**src/rtl/fetch_decode_reg_pkg.sv**
```systemverilog
// Shared definitions for the IF/ID boundary: datapath width, bubble encoding
// and the per-edge action decode (flush > stall > run).
package fetch_decode_reg_pkg;

   localparam int unsigned DEF_WIDTH     = 32;
   localparam logic [31:0] DEF_NOP_INSTR = 32'h0000_0013;

   typedef enum logic [1:0] {
      ACT_RUN,
      ACT_STALL,
      ACT_FLUSH
   } edge_act_e;

   // Flush squashes the wrong path even while the hazard unit is holding.
   function automatic edge_act_e decode_act(input logic flush, input logic stall);
      if (flush)
         return ACT_FLUSH;
      else if (stall)
         return ACT_STALL;
      else
         return ACT_RUN;
   endfunction

endpackage

```
**src/rtl/fetch_decode_reg_instr_skid.sv**
```systemverilog
// One-entry skid for the instruction word: keeps the first ROM word seen during
// a stall, since the ROM keeps reading the held PC afterwards.
module instr_skid
   import fetch_decode_reg_pkg::*;
#(
   parameter int unsigned WIDTH = DEF_WIDTH
) (
   input  logic             clk,
   input  logic             rst,
   input  logic             capture_i,
   input  logic             clear_i,
   input  logic [WIDTH-1:0] instr_i,
   output logic [WIDTH-1:0] instr_o,
   output logic             valid_o
);

   logic [WIDTH-1:0] instr_q, instr_d;
   logic             valid_q, valid_d;

   always_comb begin
      instr_d = instr_q;
      valid_d = valid_q;
      if (clear_i) begin
         valid_d = 1'b0;
      end else if (capture_i && !valid_q) begin
         instr_d = instr_i;
         valid_d = 1'b1;
      end
   end

   always_ff @(posedge clk or negedge rst) begin
      if (!rst) begin
         instr_q <= '0;
         valid_q <= 1'b0;
      end else begin
         instr_q <= instr_d;
         valid_q <= valid_d;
      end
   end

   assign instr_o = instr_q;
   assign valid_o = valid_q;

endmodule

```
**src/rtl/fetch_decode_reg.sv**
```systemverilog
// IF/ID register: aligns the synchronous ROM word with the PC that addressed it
// and applies stall/flush, presenting a registered bundle to decode.
module fetch_decode_reg
   import fetch_decode_reg_pkg::*;
#(
   parameter int unsigned      WIDTH     = DEF_WIDTH,
   parameter logic [WIDTH-1:0] NOP_INSTR = DEF_NOP_INSTR
) (
   input  logic             clk,
   input  logic             rst,
   input  logic [WIDTH-1:0] instr_in,
   input  logic [WIDTH-1:0] pc_in,
   input  logic [WIDTH-1:0] pcPlus4_in,
   input  logic             stall,
   input  logic             flush,
   output logic [WIDTH-1:0] instr_d,
   output logic [WIDTH-1:0] pc_d,
   output logic [WIDTH-1:0] pcPlus4_d,
   output logic             valid_d
);

   edge_act_e        act;
   logic [WIDTH-1:0] a_pc_q, a_pc_d;
   logic [WIDTH-1:0] a_pcp4_q, a_pcp4_d;
   logic             a_valid_q, a_valid_d;
   logic [WIDTH-1:0] o_instr_q, o_instr_d;
   logic [WIDTH-1:0] o_pc_q, o_pc_d;
   logic [WIDTH-1:0] o_pcp4_q, o_pcp4_d;
   logic             o_valid_q, o_valid_d;
   logic [WIDTH-1:0] s_instr;
   logic             s_valid;
   logic [WIDTH-1:0] instr_src;

   assign act = decode_act(flush, stall);

   instr_skid #(
      .WIDTH (WIDTH)
   ) u_skid (
      .clk       (clk),
      .rst       (rst),
      .capture_i (act == ACT_STALL),
      .clear_i   (act != ACT_STALL),
      .instr_i   (instr_in),
      .instr_o   (s_instr),
      .valid_o   (s_valid)
   );

   assign instr_src = s_valid ? s_instr : instr_in;

   always_comb begin
      a_pc_d    = a_pc_q;
      a_pcp4_d  = a_pcp4_q;
      a_valid_d = a_valid_q;
      o_instr_d = o_instr_q;
      o_pc_d    = o_pc_q;
      o_pcp4_d  = o_pcp4_q;
      o_valid_d = o_valid_q;
      unique case (act)
         ACT_FLUSH: begin
            o_instr_d = NOP_INSTR;
            o_pc_d    = '0;
            o_pcp4_d  = '0;
            o_valid_d = 1'b0;
            a_pc_d    = pc_in;
            a_pcp4_d  = pcPlus4_in;
            a_valid_d = 1'b0;
         end
         ACT_STALL: begin
         end
         default: begin
            if (a_valid_q) begin
               o_instr_d = instr_src;
               o_pc_d    = a_pc_q;
               o_pcp4_d  = a_pcp4_q;
               o_valid_d = 1'b1;
            end else begin
               o_instr_d = NOP_INSTR;
               o_pc_d    = '0;
               o_pcp4_d  = '0;
               o_valid_d = 1'b0;
            end
            a_pc_d    = pc_in;
            a_pcp4_d  = pcPlus4_in;
            a_valid_d = 1'b1;
         end
      endcase
   end

   always_ff @(posedge clk or negedge rst) begin
      if (!rst) begin
         a_pc_q    <= '0;
         a_pcp4_q  <= '0;
         a_valid_q <= 1'b0;
         o_instr_q <= NOP_INSTR;
         o_pc_q    <= '0;
         o_pcp4_q  <= '0;
         o_valid_q <= 1'b0;
      end else begin
         a_pc_q    <= a_pc_d;
         a_pcp4_q  <= a_pcp4_d;
         a_valid_q <= a_valid_d;
         o_instr_q <= o_instr_d;
         o_pc_q    <= o_pc_d;
         o_pcp4_q  <= o_pcp4_d;
         o_valid_q <= o_valid_d;
      end
   end

   assign instr_d   = o_instr_q;
   assign pc_d      = o_pc_q;
   assign pcPlus4_d = o_pcp4_q;
   assign valid_d   = o_valid_q;

endmodule

```
**config.mk**
```make
export PLATFORM = sky130hd
export DESIGN_NAME = fetch_decode_reg
export DESIGN_NICKNAME = d
export VERILOG_FILES = /design/src/rtl/fetch_decode_reg_pkg.sv /design/src/rtl/fetch_decode_reg_instr_skid.sv /design/src/rtl/fetch_decode_reg.sv
export SDC_FILE = /design/constraint.sdc
export NUM_CORES = 1
export LEC_CHECK = 0
export CAP_MARGIN = 20
export CORE_MARGIN = 2
export CORE_UTILIZATION = 44
export DETAILED_ROUTE_END_ITERATION = 10
export PLACE_DENSITY = 0.77
export SLEW_MARGIN = 20
export SYNTH_ARGS = -nofsm -noshare
export SYNTH_HDL_FRONTEND = slang
export SYNTH_SLANG_ARGS = --single-unit
```
**constraint.sdc**
```tcl
create_clock -name clk -period 1.3 [get_ports clk]
set_input_delay 0.26 -clock clk [delete_from_list [all_inputs] [get_ports clk]]
set_output_delay 0.26 -clock clk [all_outputs]
set_load 0.02 [all_outputs]
```
======== Word level (Yosys, flattened, before mapping) ========
Cells that the tools add are included.
word-level totals
  bits in registers ....................... 195
  logic and storage cells ................. 31
  output and inout port bits .............. 97
  input port bits ......................... 100
operators by class
  reductions and logical operators ........ 4
  mux-type cells .......................... 14
  bitwise logic cells ..................... 1
  equal/unequal tests ..................... 3
operators by type and width
  operator                                                                  count
  32-bit case mux with 2 select lines                                       3
  32-bit 2-to-1 mux                                                         4
  1-bit 2-to-1 mux                                                          4
  1-bit case mux with 2 select lines                                        2
  2-bit by 1-bit equality test with 1-bit output (second input constant)    1
  2-bit equality test (second input constant)                               1
  2-bit 2-to-1 mux                                                          1
  2-bit by 1-bit inequality test with 1-bit output (second input constant)  1
  2-bit AND reduction                                                       1
  2-bit nonzero test                                                        1
  1-bit logical AND                                                         1
  1-bit logical NOT                                                         1
  1-bit inverter                                                            1

======== Logic depth before layout (Yosys ltp) ========
Gate-level depths: netlist of the first run.
  depth after elaboration ................. 6
  mapped depth ............................ 6
  gate-level depth less buffers ........... 3

======== Cells and area by module ========
From an unflattened synthesis of the first run, not the netlist that was laid out.
second synthesis, totals
  cells, all modules ...................... 464
  area, all modules ....................... 7495.9 um2
by module, submodules not included
  module            area an instance (um2)  cells each  seq. area each (um2)  times used
  fetch_decode_reg  6249.7                  393         4057.6                1
  instr_skid        1246.2                  71          825.8                 1

======== Least setup slack after synthesis of the first run ========
Ideal clock, no wire load.
  path kind ............................... register to register
  start ................................... register u_skid.valid_q (netlist: u_skid.valid_o)
  end ..................................... register u_skid.instr_q[10] (netlist: u_skid.instr_o[10])
  stages on the path, launching flop included .. 5
  setup time .............................. 0.125 ns
  arrival ................................. 1.329 ns
  period minus slack after synthesis ...... 1.453 ns
  path buffers ............................ 2
  data required time ...................... 1.175 ns
  slack ................................... -0.153 ns
  cells stage by stage .................... dfrtp_1 > buf_2 > nor3b_2 > buf_4 > mux2_2
on the way
  word-level cells in the longest chain between the ends .. 3
ends and longest elaborated chain
  item                           line                               RTL
  from (decl)                    fetch_decode_reg_instr_skid.sv:18  logic valid_q, valid_d;
  from (signal assigned)         fetch_decode_reg_instr_skid.sv:37  valid_q <= valid_d;
  1-bit logical NOT              fetch_decode_reg_instr_skid.sv:25  end else if (capture_i && !valid_q) begin
  1-bit logical AND              fetch_decode_reg_instr_skid.sv:25
  2-bit AND reduction (no line)  n/a
  to (signal assigned)           fetch_decode_reg_instr_skid.sv:36  instr_q <= instr_d;
  to (decl)                      fetch_decode_reg_instr_skid.sv:17  logic [WIDTH-1:0] instr_q, instr_d;
No other way between the ends.
A chain may end at the register's enable or synchronous reset.

======== Worst setup path after layout of the first run ========
  start ................................... register u_skid.valid_q (netlist: u_skid.valid_o)
  end ..................................... register u_skid.instr_q[25] (netlist: u_skid.instr_o[25])
The elaborated chain is that of the path after synthesis.

==> results of run 1 <==
-- synthesized netlist by cell type --
library cell | n | area (um^2)
a22o_1 | 64 | 561
a21o_1 | 1 | 7.51
mux2_2 | 96 | 1080
dfrtp_1 | 192 | 4800
o2bb2ai_1 | 29 | 254
clkbuf_1 | 6 | 22.5
nand2b_1 | 1 | 6.26
buf_6 | 5 | 56.3
a21oi_1 | 1 | 5.00
inv_1 | 1 | 3.75
inv_2 | 1 | 3.75
nor3b_2 | 2 | 25.0
buf_2 | 21 | 105
mux2i_1 | 32 | 320
a2bb2oi_1 | 3 | 26.3
buf_4 | 3 | 22.5
or3b_1 | 1 | 8.76
dfstp_2 | 3 | 78.8
-- worst max-delay path, stage by stage (launching register included) --
cell and delay [ps]:
dfrtp_2 420, nor3b_4 260, buf_6 170, buf_16 140, mux2_4 300
-- per-layer routing --
metal / global-route usage / vias to the layer above / wire length, um
li1: - / 2143 / -
met2: 0.324 / 166 / 8460
met3: 0.0898 / 19 / 1610
met1: 0.269 / 2479 / 7430
met4: 0.0491 / 0 / 192
met5: 0 / - / 0
-- what timing repair did --
| item | 4_1_cts | 5_1_grt |
|---|---|---|
| endpoints found under the setup margin | 289 | 45 |
| hold buffers | 1 | 0 |
| setup buffers | 5 | 1 |
| pin swaps | 0 | 1 |
| hold endpoints to repair | 25 | 0 |
| cloned | 2 | 0 |
| resized for setup | 415 | 5 |
-- kinds of logic after synthesis --
family,after synthesis,synth area share
buffers and inverters,37,0.0289
AND/OR/NAND/NOR,4,0.00542
flip-flops,195,0.661
multiplexers,128,0.190
AO/OA/AOI/OAI,98,0.115
-- worst min path at each step --
stage,end,slack [ps],cells after the start
finish,instr_d[2]$_DFFE_PN0P_,320,2
global route,instr_d[2]$_DFFE_PN0P_,340,2
CTS,instr_d[2]$_DFFE_PN0P_,320,2
detailed placement,instr_d[2]$_DFFE_PN0P_,200,1
global placement,instr_d[2]$_DFFE_PN0P_,190,1
floorplan,a_pc_q[0]$_DFFE_PN0P_,-40,0
-- state kept, by name, indices dropped and copies added, names as in the netlist --
register        cells
a_pc_q             32
a_pcp4_q           32
a_valid_q           1
instr_d            32
pcPlus4_d          32
pc_d               32
u_skid.instr_o     32
u_skid.valid_o      1
valid_d             1
-- cell type report --
type                            instances  area (um^2)  share of cell area
Sequential cell                       195         4880               0.482
Inverter                                2         8.76            0.000864
Tap cell                              220          275              0.0272
Clock buffer                           21          470              0.0464
Multi-Input combinational cell        230         2370               0.234
Timing Repair Buffer                  235         2020               0.200
Clock inverter                          8          104              0.0102
-- power by group through the flow --
stage	clock (mW)	combinational [mW]	sequential (mW)
5_1_grt	5.52	1.82	6.83
2_1_floorplan	0	0.696	6.95
4_1_cts	5.25	1.71	6.78
3_5_place_dp	0	1.71	6.89
3_3_place_gp	0	1.65	6.85
6_report	5.14	1.68	6.78
==> flow_summary.json, run 1 <==
{
  "vias": 4807,
  "cp-startpoint": "u_skid.valid_o$_DFFE_PN0P_",
  "htreeDepth": 4,
  "hold_slack_ps": 322,
  "p_seq_frac": 0.498,
  "internal_power_mw": 10.4,
  "fin_ws_ps": -108,
  "dr.pass1.iters": 4,
  "final_common_cell": "dfrtp_1",
  "status": "finished with violations",
  "final_hold_viol_count": 0,
  "p_sw_frac": 0.233,
  "die_h_um": 134,
  "rsz0062_at_grt": "true",
  "r2r_cells": 4,
  "drive_above_1_share": 0.389,
  "powerDensity_mw_per_mm2": 1340,
  "finalCriticalPeriod_ps": 1410,
  "ys_types": 18,
  "io_buffers": 196,
  "drt_iter0_drc": 222,
  "finalSetupTns_ps": -2650,
  "clockRootBuffer": "clkbuf_16",
  "fin_cells": 911,
  "power_mw": 13.6,
  "combPwrFrac": 0.124,
  "clk_latency_ps": 430,
  "stdcell_area_mm2": 0.0101,
  "grt.total_usage": 0.207,
  "reg2reg_setup_slack_ps": -110,
  "placed_cell_area_mm2": 0.00986,
  "coreArea_mm2": 0.0165,
  "nFillCells": 1271,
  "violations": "setup timing",
  "slew_headroom": 0.771,
  "post-place-ws_ps": -602,
  "path_class": "flop to flop",
  "syn_nets": 562,
  "finClkSkew_ps": 6.54,
  "endpoint_kind": "flop",
  "crit_fanout": 6,
  "clkSinkCount": 195,
  "die_width_um": 134,
  "antenna_found_initial": 0,
  "grt_pass1_wl_mm": 28.6,
  "timing.fmax_mhz": 710,
  "overflow": 0,
  "diodes": 0,
  "area_growth_pct": 37.1,
  "post_drt_wl_per_cell_um": 19.4,
  "syn-cell-area_mm2": 0.00739,
  "layout_common_cells": "191 x dfrtp_1, 96 x clkdlybuf4s50_1, 93 x buf_2",
  "place_hpwl_mm": 11.8,
  "hold_class": "input pin to async pin",
  "ys_ff_latch": 195,
  "drv_slew": 0,
  "crit_required_ps": 1610,
  "cts_made_buffers": 17,
  "cp.arrival_ps": 1720,
  "reg2reg_from": "u_skid.valid_o$_DFFE_PN0P_",
  "p_switching_mw": 3.17,
  "worstSetupEndpoint": "u_skid.instr_o[25]$_DFFE_PN0P_",
  "start_kind": "flop",
  "drcViolationCount": 0,
  "synthCells": 462,
  "ys.warnings.count": 0,
  "leakagePower_nw": 4.80,
  "grt_pass1_vias": 5229,
  "ys_seq_area_frac": 0.661,
  "peakVddDrop_uv": 880,
  "die_area_mm2": 0.0179,
  "grt_max_degree": 48,
  "setup_viol": 35,
  "path_clk_slew_ps": 70,
  "io_pins": 197,
  "start_util": 0.447,
  "dp_cells": 875,
  "fin_util": 0.613,
  "worst_pin_slew_ps": 343,
  "cts_tree": "yes",
  "timing.rr.end": "u_skid.instr_o[25]$_DFFE_PN0P_",
  "finalCritPeriodShare": 1.08,
  "vias_per_cell": 5.28,
  "rows": 47,
  "ant_nets": 0,
  "gp_congestion": 0.732,
  "syn_avg_cell_area_um2": 16.0,
  "fin_nets": 781,
  "clockPowerShare": 0.378,
  "maxCapViolations": 0,
  "routed_wl_mm": 17.7,
  "cts_buffer_depth": 2
}
No activity file was read; power rests on OpenSTA's default activity.
==> run 2: changes to the inputs <==
--- a/config.mk
+++ b/config.mk
@@ -8,7 +8,9 @@
 export CAP_MARGIN = 20
 export CORE_MARGIN = 2
 export CORE_UTILIZATION = 44
+export CTS_CLUSTER_DIAMETER = 200
 export DETAILED_ROUTE_END_ITERATION = 10
+export GPL_ROUTABILITY_DRIVEN = 0
 export PLACE_DENSITY = 0.77
 export SLEW_MARGIN = 20
 export SYNTH_ARGS = -nofsm -noshare
==> results of run 2 <==
No change in the layout: final DEF, timing and power equal those of run 1.
==> run 3: changes to the inputs <==
--- a/config.mk
+++ b/config.mk
@@ -5,6 +5,7 @@
 export SDC_FILE = /design/constraint.sdc
 export NUM_CORES = 1
 export LEC_CHECK = 0
+export ABC_CLOCK_PERIOD_IN_PS = 1300
 export CAP_MARGIN = 20
 export CORE_MARGIN = 2
 export CORE_UTILIZATION = 44
==> results of run 3 <==
No change in the layout: final DEF, timing and power equal those of run 1.
